--- config.mk ---
export PLATFORM = sky130hd
export DESIGN_NAME = cdf_pipeline_multi
export DESIGN_NICKNAME = d
export VERILOG_FILES = /design/src/rtl/cdf_pkg.sv /design/src/rtl/cdf_prefix_lane.sv /design/src/rtl/cdf_pipeline_multi.sv
export SDC_FILE = /design/constraint.sdc
export NUM_CORES = 1
export LEC_CHECK = 0
export ABC_AREA = 0
export CAP_MARGIN = 20
export CORE_MARGIN = 3
export CORE_UTILIZATION = 40
export CTS_BUF_LIST = sky130_fd_sc_hd__clkbuf_8
export DETAILED_ROUTE_END_ITERATION = 10
export GPL_TIMING_DRIVEN = 0
export PLACE_DENSITY = 0.66
export SLEW_MARGIN = 5
export SYNTH_ARGS = -nofsm -noshare
export SYNTH_HDL_FRONTEND = slang
export SYNTH_HIERARCHICAL = 1
export SYNTH_SLANG_ARGS = --single-unit
--- constraint.sdc ---
create_clock -name clock -period 8.7 [get_ports clock]
set_input_delay 0.87 -clock clock [delete_from_list [all_inputs] [get_ports clock]]
set_output_delay 0.87 -clock clock [all_outputs]
set_load 0.005 [all_outputs]
--- src/rtl/cdf_pkg.sv ---
// Shared definitions for the multi-region CDF stage: geometry helpers, FSM encoding
// and the per-region word-address helper.
package cdf_pkg;

    localparam logic [1:0] ST_IDLE  = 2'd0;
    localparam logic [1:0] ST_ISSUE = 2'd1;
    localparam logic [1:0] ST_DRAIN = 2'd2;
    localparam logic [1:0] ST_FIN   = 2'd3;

    function automatic int unsigned laneCount(input int unsigned busW, input int unsigned laneW);
        return busW / laneW;
    endfunction

    function automatic int unsigned wordsPerRegion(input int unsigned numBins,
                                                   input int unsigned laneW,
                                                   input int unsigned busW);
        return (numBins * laneW) / busW;
    endfunction

    function automatic int unsigned regionBase(input int unsigned base,
                                               input int unsigned region,
                                               input int unsigned stride);
        return base + region * stride;
    endfunction

endpackage

--- src/rtl/cdf_prefix_lane.sv ---
// Combinational in-word prefix adder: carry-in plus running lane sums, overflow flag and
// first non-zero lane index. Defining CDF_SATURATE_EN clamps sums at the lane maximum.
module cdf_prefix_lane #(
    parameter int unsigned LANE_W = 32,
    parameter int unsigned LANES  = 4,
    parameter int unsigned IDX_W  = (LANES > 1) ? $clog2(LANES) : 1
) (
    input  logic [LANE_W-1:0]       carry,
    input  logic [LANES*LANE_W-1:0] lanes,
    output logic [LANES*LANE_W-1:0] prefix_c,
    output logic [LANE_W-1:0]       accNext_c,
    output logic                    ovf_c,
    output logic                    nzFound_c,
    output logic [IDX_W-1:0]        nzIdx_c
);

    logic [LANE_W:0]   sum;
    logic [LANE_W-1:0] run;

    // One extra bit per addition exposes the carry out of the lane width.
    always_comb begin
        run       = carry;
        sum       = '0;
        ovf_c     = 1'b0;
        nzFound_c = 1'b0;
        nzIdx_c   = '0;
        prefix_c  = '0;
        for (int unsigned i = 0; i < LANES; i++) begin
            sum   = {1'b0, run} + {1'b0, lanes[i*LANE_W +: LANE_W]};
            run   = sum[LANE_W-1:0];
`ifdef CDF_SATURATE_EN
            if (sum[LANE_W]) begin
                run = '1;
            end
`endif
            ovf_c = ovf_c | sum[LANE_W];
            prefix_c[i*LANE_W +: LANE_W] = run;
            if (!nzFound_c && (run != '0)) begin
                nzFound_c = 1'b1;
                nzIdx_c   = IDX_W'(i);
            end
        end
        accNext_c = run;
    end

endmodule

--- src/rtl/cdf_pipeline_multi.sv ---
// Multi-region histogram-to-CDF stage: issues histogram reads, aligns returning data to the
// SRAM read latency and writes packed CDF words. Optional macro: CDF_SATURATE_EN.
module cdf_pipeline_multi
    import cdf_pkg::*;
#(
    parameter int unsigned BUS_W         = 128,
    parameter int unsigned LANE_W        = 32,
    parameter int unsigned NUM_BINS      = 256,
    parameter int unsigned NUM_REGIONS   = 2,
    parameter int unsigned ADDR_W        = 16,
    parameter int unsigned RD_BASE       = 0,
    parameter int unsigned WR_BASE       = 0,
    parameter int unsigned REGION_STRIDE = 64,
    parameter int unsigned READ_LAT      = 1,
    parameter int unsigned SEL_W         = (NUM_REGIONS > 1) ? $clog2(NUM_REGIONS) : 1
) (
    input  logic              clock,
    input  logic              reset,
    input  logic              start,
    input  logic [SEL_W-1:0]  region_sel,
    output logic [ADDR_W-1:0] rd_addr,
    input  logic [BUS_W-1:0]  rd_data,
    output logic              wr_en,
    output logic [ADDR_W-1:0] wr_addr,
    output logic [BUS_W-1:0]  wr_data,
    output logic [LANE_W-1:0] cdf_min,
    output logic [LANE_W-1:0] cdf_total,
    output logic              cdf_valid,
    output logic              overflow,
    output logic              busy,
    output logic              done
);

    localparam int unsigned LANES = laneCount(BUS_W, LANE_W);
    localparam int unsigned WPR   = wordsPerRegion(NUM_BINS, LANE_W, BUS_W);
    localparam int unsigned CNT_W = (WPR > 1) ? $clog2(WPR) : 1;
    localparam int unsigned IDX_W = (LANES > 1) ? $clog2(LANES) : 1;
    localparam logic [CNT_W-1:0] LAST_WORD = CNT_W'(WPR - 1);

    logic [1:0]        state;
    logic [1:0]        stateNext;
    logic              accept;
    logic              startPrev;
    logic              startRise;
    logic [SEL_W-1:0]  regionEff;
    logic [SEL_W-1:0]  regionQ;
    logic [CNT_W-1:0]  issueCnt;
    logic [READ_LAT-1:0] vldPipe;
    logic [CNT_W-1:0]  idxPipe [READ_LAT];
    logic              capture;
    logic [CNT_W-1:0]  capIdx;
    logic [LANE_W-1:0] acc;
    logic              minFound;
    logic              wrLast;
    logic              lastWritten;

    logic [BUS_W-1:0]  prefix_c;
    logic [LANE_W-1:0] accNext_c;
    logic              ovf_c;
    logic              nzFound_c;
    logic [IDX_W-1:0]  nzIdx_c;

    assign startRise = start & ~startPrev;
    assign regionEff = (32'(region_sel) < NUM_REGIONS) ? region_sel : '0;
    assign capture   = vldPipe[READ_LAT-1];
    assign capIdx    = idxPipe[READ_LAT-1];

    cdf_prefix_lane #(
        .LANE_W (LANE_W),
        .LANES  (LANES),
        .IDX_W  (IDX_W)
    ) uPrefix (
        .carry     (acc),
        .lanes     (rd_data),
        .prefix_c  (prefix_c),
        .accNext_c (accNext_c),
        .ovf_c     (ovf_c),
        .nzFound_c (nzFound_c),
        .nzIdx_c   (nzIdx_c)
    );

    always_ff @(posedge clock or posedge reset) begin
        if (reset) begin
            state <= ST_IDLE;
        end else begin
            state <= stateNext;
        end
    end

    always_comb begin
        stateNext = state;
        accept    = 1'b0;
        case (state)
            ST_IDLE: begin
                if (startRise) begin
                    accept    = 1'b1;
                    stateNext = ST_ISSUE;
                end
            end
            ST_ISSUE: begin
                if (issueCnt == LAST_WORD) begin
                    stateNext = ST_DRAIN;
                end
            end
            // Leave only once the last write has been on the bus for a full cycle.
            ST_DRAIN: begin
                if (lastWritten) begin
                    stateNext = ST_FIN;
                end
            end
            ST_FIN:  stateNext = ST_IDLE;
            default: stateNext = ST_IDLE;
        endcase
    end

    always_ff @(posedge clock or posedge reset) begin
        if (reset) begin
            startPrev   <= 1'b0;
            regionQ     <= '0;
            issueCnt    <= '0;
            vldPipe     <= '0;
            for (int unsigned i = 0; i < READ_LAT; i++) begin
                idxPipe[i] <= '0;
            end
            acc         <= '0;
            minFound    <= 1'b0;
            wrLast      <= 1'b0;
            lastWritten <= 1'b0;
            rd_addr     <= '0;
            wr_en       <= 1'b0;
            wr_addr     <= '0;
            wr_data     <= '0;
            cdf_min     <= '0;
            cdf_total   <= '0;
            cdf_valid   <= 1'b0;
            overflow    <= 1'b0;
            busy        <= 1'b0;
            done        <= 1'b0;
        end else begin
            startPrev <= start;

            if ((state == ST_ISSUE) && (issueCnt != LAST_WORD)) begin
                issueCnt <= issueCnt + CNT_W'(1);
                rd_addr  <= rd_addr + ADDR_W'(1);
            end

            // Delay line marks the cycle each issued word's data is on rd_data.
            vldPipe[0] <= (state == ST_ISSUE);
            idxPipe[0] <= issueCnt;
            for (int unsigned i = 1; i < READ_LAT; i++) begin
                vldPipe[i] <= vldPipe[i-1];
                idxPipe[i] <= idxPipe[i-1];
            end

            wr_en  <= capture;
            wrLast <= capture && (capIdx == LAST_WORD);
            if (capture) begin
                wr_data  <= prefix_c;
                wr_addr  <= ADDR_W'(regionBase(WR_BASE, 32'(regionQ), REGION_STRIDE) + 32'(capIdx));
                acc      <= accNext_c;
                overflow <= overflow | ovf_c;
                if (!minFound && nzFound_c) begin
                    minFound <= 1'b1;
                    cdf_min  <= prefix_c[nzIdx_c*LANE_W +: LANE_W];
                end
            end
            lastWritten <= wr_en & wrLast;

            done <= (state == ST_FIN);
            if (state == ST_FIN) begin
                busy      <= 1'b0;
                cdf_valid <= 1'b1;
                cdf_total <= acc;
            end

            if (accept) begin
                regionQ   <= regionEff;
                issueCnt  <= '0;
                rd_addr   <= ADDR_W'(regionBase(RD_BASE, 32'(regionEff), REGION_STRIDE));
                acc       <= '0;
                minFound  <= 1'b0;
                cdf_min   <= '0;
                overflow  <= 1'b0;
                cdf_valid <= 1'b0;
                busy      <= 1'b1;
            end
        end
    end

endmodule

==> impl_results.md <==
* Placed instance area at 24300 sq um
* CP arrival at 9.61 ns
* Synthesized area per cell at 9.59 sq um
* Detailed Route WL at 81600 um
* Non-filler cells, final at 3283
* Synthesized instance count at 2058
* HPWL after DPL at 61100 um
* Most area-hungry cell type in the Yosys netlist: dfrtp_1
* Worst path max stage delay at 0.58 ns
* YS warnings at 6
* Hold crit path type: reg -> reg
* Post-DR vias/cell at 5.93
* Initial antenna violation count at 10
* Initial Utilization at 40.9%
* Die span in x at 228 um
* Final WS setup at -0.411 ns
* Largest net degree at the start of global routing at 94
* Initial DRC count at 1702
* Crit path required time at 9.20 ns
* Synth unique cells at 83
* Clock Latency Late Sink at 0.66 ns
* FF-to-FF Start: acc[0]
* Failing checks: setup timing
* Clock skew at 0.0296 ns
* Rel. slew slack at 29.5%
* Yosys top cell area share at 34.5%
* Total CTS buffers at 50
* Top post-synthesis cells by area: dfrtp_1 (34%), mux2_2 (9.6%), ha_1 (8.8%)
* Setup crit end kind: flip-flop
* Post-synthesis async set-or-reset flop share at 100%
* Number of synthesized flops with an enable pin at 0
* Critical Path Start: rd_data[0]
* Run status: complete, but fails checks
* Core Rows at 80
* Die area at 52000 sq um
* Final hold vios at 0
* CTS tree: done
* Vias in the first global route at 19000
* Fin crit period at 9.11 ns
* Slowest CP cell: or4_4
* First-pass GRT wire length at 118000 um
* R2R Setup Slk at -0.40 ns
* Hold_buf cts at 0
* Buffer levels on the longest clock path at 3
* Root Driver: clkbuf_8
* R2R cell count at 40
* Crit Path Class: in -> reg
* Grt ovf at 0
* Fill count at 4043
* Core area at 48200 sq um
* # port buffers at 351
* Critical path destination: cdf_min[21]
* Clk pin slew, worst setup/hold paths at 0.06 ns
* Reg2Reg Capture Point: cdf_min[21]
* Count leader, synth: dfrtp_1
* Crit path max fanout at 10
* First-pass detailed-route iteration total at 6
* Final period utilization at 105%
* Startpoint Class: input port
* RSZ-0062 raised after global routing: yes
* Synth Cell Area at 19700 sq um
* Number of routed nets with antenna violations at 0
* Die H at 228 um
* GPL Wtd Cong at 0.950
* Ys flop type: dfrtp_1
* Commonest cells post-synth: dfrtp_1 (272), a21oi_1 (182), nand2_1 (177)
* CP most frequent cell: a21oi_2
* Max-Cap Viols at 0
* Mean routed wirelength per cell at 24.9 um
* CTS Sinks at 272
* Post-layout util at 60.5%
* Vias at 19500
* GRT Overall Usage at 29.5%
* I/O pins at 361
* Nets at 2857
* Placed cell count at 3078
* Area delta synth->final at 47.9%
* Total negative slack at -11.42 ns
* Final number of setup-violating endpoints at 33
* Share of layout cells above drive strength 1 at 34.2%
* Slew Limit Fails at 0
* CTS HTree Levels at 2
* Worst-margin pin slew at 1.06 ns
* DRC viols at 0
* Synth Register Bits at 272
* Sequential area share after synthesis at 34.5%
* Fmax achieved at 110 MHz
* Final Cell Area at 29200 sq um
[placed cells by master (no fill, tap or decap), types with 24 or more instances in the layout]
master	instances
nand3_1	45
nand2_2	33
clkbuf_8	66
nand4_1	33
clkdlybuf4s50_1	348
xnor2_2	24
ha_4	51
o21ai_0	59
clkbuf_1	25
buf_4	179
dfrtp_1	272
ha_1	66
inv_1	62
nand2_1	144
a21oi_1	117
a21oi_2	52
nor2_1	129
nor3_1	26
mux4_2	32
a21o_1	47
mux2i_1	36
mux2_2	168
[per-stage QoR]
| step | hold slack (ns) | setup WS [ns] |
|---|---|---|
| 6_report | 0.386 | -0.411 |
| 5_1_grt | 0.404 | -0.558 |
| 4_1_cts | 0.390 | -0.276 |
| 3_5_place_dp | 0.372 | -4.22 |
| 3_3_place_gp | 0.367 | -3.96 |
| 2_1_floorplan | 0.352 | 0.00189 |
[flip-flops by register name (all words and copies together), names as in the netlist, 2 cells and up]
register / cells
state: 2
wr_addr: 7
acc: 32
rd_addr: 16
cdf_total: 32
issueCnt: 6
cdf_min: 32
wr_data: 128
capIdx: 6
[worst max-delay path, delay by kind of cell]
kind	cells	cell delay [ns]
AO/OA/AOI/OAI	15	2.88
XOR/XNOR	4	0.86
adder cells (fa/ha/maj)	5	1.51
buffers and inverters	7	1.07
multiplexers	1	0.52
AND/OR/NAND/NOR	9	1.86
[routing by layer]
layer / track usage (%) / share of wire [%] / wire length, um
met5: 0 / 0.016 / 13
met4: 8.74 / 3.4 / 2790
met3: 5.60 / 8.5 / 6930
met2: 47.9 / 46 / 37600
met1: 40.2 / 42 / 34300
[layout make-up]
cell class | instances | area [sq um] | share of cell area [%]
multi-input cells | 1608 | 14900 | 50.9
flip-flops and latches | 272 | 6810 | 23.3
repair buffers | 499 | 4760 | 16.3
clock buffers | 64 | 881 | 3.02
well taps | 656 | 821 | 2.81
plain buffers | 102 | 696 | 2.38
inverters | 49 | 191 | 0.656
clock inverters | 28 | 160 | 0.549
diodes | 5 | 12.5 | 0.0429
[repair_timing]
item / 4_1_cts / 5_1_grt
resized for setup: 329 / 238
pin swaps: 92 / 105
hold endpoints to repair: 0 / 0
cloned: 1 / 2
buffers inserted: 84 / 57
endpoints found under the setup margin: 68 / 33
[cell families (layout without fill, tap and decap cells)]
family / count (synthesis) / in the layout / share of synthesized area [%]
and+or+nand+nor: 601 / 601 / 15.3
AOI/OAI and AO/OA: 526 / 526 / 17.2
DFF: 272 / 272 / 34.5
muxes: 237 / 237 / 15.1
buffers and inverters: 186 / 742 / 4.56
adders and majority gates: 143 / 143 / 9.22
xor gates and xnor gates: 92 / 92 / 4.08
other: 1 / 14 / 0.0190
[how the worst min path moves through the flow]
stage	start	endpoint	slack, ns	depth (start not counted)
global route	capture	wr_en	0.40	0
detailed placement	capture	wr_en	0.37	0
floorplan	capture	wr_en	0.35	0
finish	capture	wr_en	0.39	0
CTS	capture	wr_en	0.39	0
global placement	capture	wr_en	0.37	0
Power is not shown: default switching activity piles up to over one toggle a cycle in this logic, so the estimate is an artifact.
